## src/rtl/countdown_yi_v1.sv

```systemverilog
// -----------------------------------------------------------------------------
// countdown_yi_v1
//
// Purpose:
//   Loadable down-counter that terminates loops or tiles in the controller
//   datapath. An upstream controller hands over a count length through a
//   valid/ready handshake. The block counts that length down on cycles where
//   enable is high. It then raises done for exactly one cycle.
//
// Configuration macro:
//   COUNTDOWN_AUTO_RELOAD_EN
//     - Undefined (default): reaching the terminal count returns the block to
//       IDLE.
//     - Defined: the accepted length is stored. Reaching the terminal count
//       reloads from the stored length, pulses done, and keeps running. A run
//       then ends only through abort or reset.
//
// Ports:
//   clk          in   1  clock, all state updates on the rising edge
//   reset        in   1  asynchronous reset, active high
//   load_valid   in   1  upstream presents load_number
//   load_ready   out  1  block can accept a load (IDLE)
//   load_number  in   N  count length, unsigned
//   enable       in   1  1 = count this cycle, 0 = stall
//   abort        in   1  cancel the run in progress (ignored in IDLE)
//   cnt_q        out  N  remaining count minus one while running, 0 in IDLE
//   busy         out  1  high while running
//   done         out  1  registered one-cycle completion pulse
// -----------------------------------------------------------------------------
module countdown_yi_v1 #(
    parameter int BITS_OF_END_NUMBER = 20
) (
    input  logic                          clk,
    input  logic                          reset,
    input  logic                          load_valid,
    output logic                          load_ready,
    input  logic [BITS_OF_END_NUMBER-1:0] load_number,
    input  logic                          enable,
    input  logic                          abort,
    output logic [BITS_OF_END_NUMBER-1:0] cnt_q,
    output logic                          busy,
    output logic                          done
);

    localparam int N = BITS_OF_END_NUMBER;

    localparam logic ST_IDLE = 1'b0;
    localparam logic ST_RUN  = 1'b1;

    localparam logic [N-1:0] ONE  = {{(N-1){1'b0}}, 1'b1};
    localparam logic [N-1:0] ZERO = '0;

    logic         state_q, state_d;
    logic [N-1:0] cnt_d;
    logic         done_q, done_d;

`ifdef COUNTDOWN_AUTO_RELOAD_EN
    logic [N-1:0] reload_q, reload_d;
`endif

    always_comb begin
        state_d = state_q;
        cnt_d   = cnt_q;
        done_d  = 1'b0;
`ifdef COUNTDOWN_AUTO_RELOAD_EN
        reload_d = reload_q;
`endif
        case (state_q)
            ST_IDLE: begin
                // In IDLE, load_ready equals 1, so load_valid alone completes the handshake.
                if (load_valid) begin
`ifdef COUNTDOWN_AUTO_RELOAD_EN
                    reload_d = load_number;
`endif
                    if (load_number != ZERO) begin
                        cnt_d   = load_number - ONE;
                        state_d = ST_RUN;
                    end else begin
                        // A zero-length load completes at once and never enters RUN.
                        done_d = 1'b1;
                    end
                end
            end
            default: begin
                // Abort takes priority over the terminal count and suppresses done.
                if (abort) begin
                    state_d = ST_IDLE;
                    cnt_d   = ZERO;
                end else if (enable) begin
                    if (cnt_q != ZERO) begin
                        cnt_d = cnt_q - ONE;
                    end else begin
                        done_d = 1'b1;
`ifdef COUNTDOWN_AUTO_RELOAD_EN
                        // Entry into RUN requires a nonzero length, so reload_q >= 1 here.
                        cnt_d = reload_q - ONE;
`else
                        state_d = ST_IDLE;
                        cnt_d   = ZERO;
`endif
                    end
                end
            end
        endcase
    end

    always_ff @(posedge clk or posedge reset) begin
        if (reset) begin
            state_q <= ST_IDLE;
            cnt_q   <= ZERO;
            done_q  <= 1'b0;
        end else begin
            state_q <= state_d;
            cnt_q   <= cnt_d;
            done_q  <= done_d;
        end
    end

`ifdef COUNTDOWN_AUTO_RELOAD_EN
    always_ff @(posedge clk or posedge reset) begin
        if (reset) begin
            reload_q <= ZERO;
        end else begin
            reload_q <= reload_d;
        end
    end
`endif

    assign load_ready = (state_q == ST_IDLE);
    assign busy       = (state_q == ST_RUN);
    assign done       = done_q;

endmodule

```

## config.mk

```make
export PLATFORM = sky130hd
export DESIGN_NAME = countdown_yi_v1
export DESIGN_NICKNAME = d
export VERILOG_FILES = /design/src/rtl/countdown_yi_v1.sv
export SDC_FILE = /design/constraint.sdc
export NUM_CORES = 1
export LEC_CHECK = 0
export CORE_MARGIN = 5
export CORE_UTILIZATION = 40
export DETAILED_ROUTE_END_ITERATION = 8
export PLACE_DENSITY = 0.72
export RECOVER_POWER = 25
export SLEW_MARGIN = 25
export SYNTH_ARGS = -nofsm -noshare
export SYNTH_HDL_FRONTEND = slang
export SYNTH_SLANG_ARGS = --single-unit
```

## constraint.sdc

```tcl
create_clock -name clk -period 2.1 [get_ports clk]
set_input_delay 0.21 -clock clk [delete_from_list [all_inputs] [get_ports clk]]
set_output_delay 0.21 -clock clk [all_outputs]
set_load 0.03 [all_outputs]
```

==> metrics.txt <==
violations in the final reports=negative setup slack; Setup TNS=-0.0188 ns; mean instance size in the synthesized netlist=around 8.1 sq um; fraction of synthesized cell area taken by the top area cell type=around a third; total global routing overflow=0; initial antenna violation count=0; H-tree level count=1; clock-pin slew on the worst setup and hold paths=about 0.080 ns; type of the worst setup path=register to register; CP max FO=4; data required time of the worst path=between 2 and 2.5 ns; Post-synth top cells=sky130_fd_sc_hd__o21ai_0 (26), sky130_fd_sc_hd__nor2_1 (25), sky130_fd_sc_hd__dfrtp_1 (22); clock tree from TritonCTS=done; largest stage delay on the critical path=between 0.5 and 0.6 ns; layout filler cell count=between 300 and 400; area enclosed by the die boundary=about 0.0057 sq mm; first-pass GRT wire length=9.91 mm; Final #Nets=360; worst slew pin tran=~1.2 ns; library cell with the largest summed area after synthesis=sky130_fd_sc_hd__dfrtp_1; leading cell types by total area after synthesis=sky130_fd_sc_hd__dfrtp_1 (32%), sky130_fd_sc_hd__o21ai_0 (7.5%), sky130_fd_sc_hd__xnor2_1 (5.6%), sky130_fd_sc_hd__nor2_1 (5.4%), sky130_fd_sc_hd__a22o_1 (4.6%); most common cell in the netlist=sky130_fd_sc_hd__o21ai_0; synthesized area=roughly 0.0017 sq mm; number of vias per cell after detailed routing=5.89; Setup-failing EPs final=2; max capacitance violation total=0; Setup Skew=0.00280 ns; number of antenna cells inserted=0; number of nets with antenna violations after detailed routing=0; launching element of the worst setup path=cnt_q[10]$_DFFE_PP0P_; post-layout minimum cycle time=between 2 and 2.5 ns; WHS Path Cells=5; number of placement rows=23; overall die width=75.7 microns; Routability Congestion=roughly 0.97; ys async rst share=100%; TritonCTS Buffers=3; net count after synthesis=approximately 240; total of buffers placed on input and output ports=47; num ports=48; layout overhead on the synthesized area=72.0%; CTS root buffer=sky130_fd_sc_hd__clkbuf_8; register-to-register setup slack=-0.02 ns; length in cells of the worst reg-to-reg path=6; fraction of layout cells with a size suffix above 1=about a third; HPWL after detailed placement=between 4 and 5 mm; pin count of the biggest net entering global routing=24; Crit. End Element=register; result of the run=complete, but fails checks; PD cells=~740 mW/mm^2; maximum clock rate=roughly 0.47 GHz; cell leakage power=0.00125 uW; endpoint of the worst register-to-register path=cnt_q[16]$_DFFE_PP0P_; fin area=about 0.003 sq mm; synthesized flop and latch total=22; count of routing violations after the opening detailed-route iteration=225; crit path setup slack, layout=-0.0187 ns; number of synthesized flops with an enable pin=0; top_reg_cell synth=sky130_fd_sc_hd__dfrtp_1; share of the cycle needed by the critical path after routing=101%; instance area after placement=between 0.002 and 0.003 sq mm; clk_lat worst skew=between 0.2 and 0.3 ns; synth warn=0; Sink Count=22; synthesized netlist cell count=about 210; type of the tightest min-delay check=primary input to register; post-route total power=about 2200 uW; number of DRC violations after detailed routing=0; wire length per cell after detailed routing=~17 microns; Routed Wire Length=between 6 and 7 mm; worst supply voltage drop on vdd=slightly above 0.3 mV; critical path startpoint category=register; critical path arrival=about 2.3 ns; initial core utilization=42.3%; Total GRT Usage=22.6%; vias in the first global route=between 2,000 and 2,500; Critical R2R Launch=cnt_q[10]$_DFFE_PP0P_; number of failing hold endpoints at the final stage=0; core occupancy in the finished layout=72.7%; worst setup path end=cnt_q[16]$_DFFE_PP0P_; CTS Buffer Depth=2; highest-delay cell along the critical path=sky130_fd_sc_hd__or4_4; Die H=about 76 microns; Slew HR=around a fifth; placeable core region=0.00409 sq mm; Netlist cell types=41; Final Slew Violations=0; vias after detailed routing=2,240; worst path cell trace=or4_4 -> or2_4 -> nor2_2 -> nand2_1 -> o32a_1 -> o22ai_1; unrepaired setup endpoints after global routing=true; number of iterations in the first detailed-routing pass=9; Seq/Total Area, Yosys=about a third
==> logic make-up after synthesis <==
group	count (synthesis)	share of synthesized area [%]
adders and majority gates	4	2.90
and+or+nand+nor	89	27.7
AOI/OAI and AO/OA	68	25.4
xor gates and xnor gates	17	8.62
DFF	22	31.9
buffers and inverters	14	3.48
==> through the flow <==
step           instances  worst slack, ns  hold slack (ns)
2_1_floorplan        214          -0.0975            0.199
3_5_place_dp         366           -0.584            0.553
4_1_cts              375          -0.0246            0.288
5_1_grt              380          -0.0792            0.535
3_3_place_gp         366           -0.538            0.523
6_report             380          -0.0187            0.507
==> registers in the layout, indices dropped and copies added (netlist names) <==
name and flops:
busy 1, cnt_q 20, done 1
==> critical path, delay by kind of cell, from the launching register on <==
kind | cells | cell delay (ns)
compound gates | 2 | 0.47
simple gates | 4 | 1.14
flops | 1 | 0.41
==> final cells by class <==
type | instances | area, sq um | share of cell area, %
inverters | 8 | 30.0 | 1.01
well taps | 50 | 62.6 | 2.11
flip-flops and latches | 22 | 557 | 18.7
clock buffers | 4 | 45.0 | 1.52
multi-input cells | 180 | 1250 | 42.1
repair buffers | 116 | 1030 | 34.5
==> worst min-delay path by stage <==
stage / from / to
2_1_floorplan: reset / busy$_DFF_PP0_
3_3_place_gp: cnt_q[19]$_DFFE_PP0P_ / cnt_q[19]$_DFFE_PP0P_
3_5_place_dp: cnt_q[19]$_DFFE_PP0P_ / cnt_q[19]$_DFFE_PP0P_
4_1_cts: reset / cnt_q[4]$_DFFE_PP0P_
5_1_grt: load_number[8] / cnt_q[8]$_DFFE_PP0P_
6_report: load_number[8] / cnt_q[8]$_DFFE_PP0P_
==> per-layer routing <==
metal | part of all wire (%) | up-vias | global-route usage, %
met4 | 3.6 | 0 | 7.77
li1 | - | 1039 | -
met2 | 48 | 156 | 40.2
met5 | 0 | - | 0
met3 | 10 | 34 | 1.72
met1 | 38 | 1011 | 28.8
==> repair_timing <==
item	4_1_cts	5_1_grt
pin swaps	14	14
hold buffers	0	0
gates resized for setup	26	24
setup buffers	4	3
gates cloned	1	2
setup endpoints to repair	21	19
==> cell usage in the layout, fill, tap and decap left out, drive strengths merged, types with 6 or more instances in the layout <==
cell and instances:
a21oi 12, a22o 9, buf 69, clkbuf 7
clkdlybuf4s50 39, dfrtp 22, inv 8, nand2 16
nor2 25, nor3 10, nor4 8, o21ai 26
o22ai 7, or4 8, xnor2 11, xor2 6
==> power by group <==
group          internal [uW]  total, uW  switching [uW]  leakage [uW]
Sequential               516        590            73.8      0.000274
Clock                    135        277             141     0.0000228
Combinational            597       1330             730      0.000954
(Power assumes the default switching activity.)
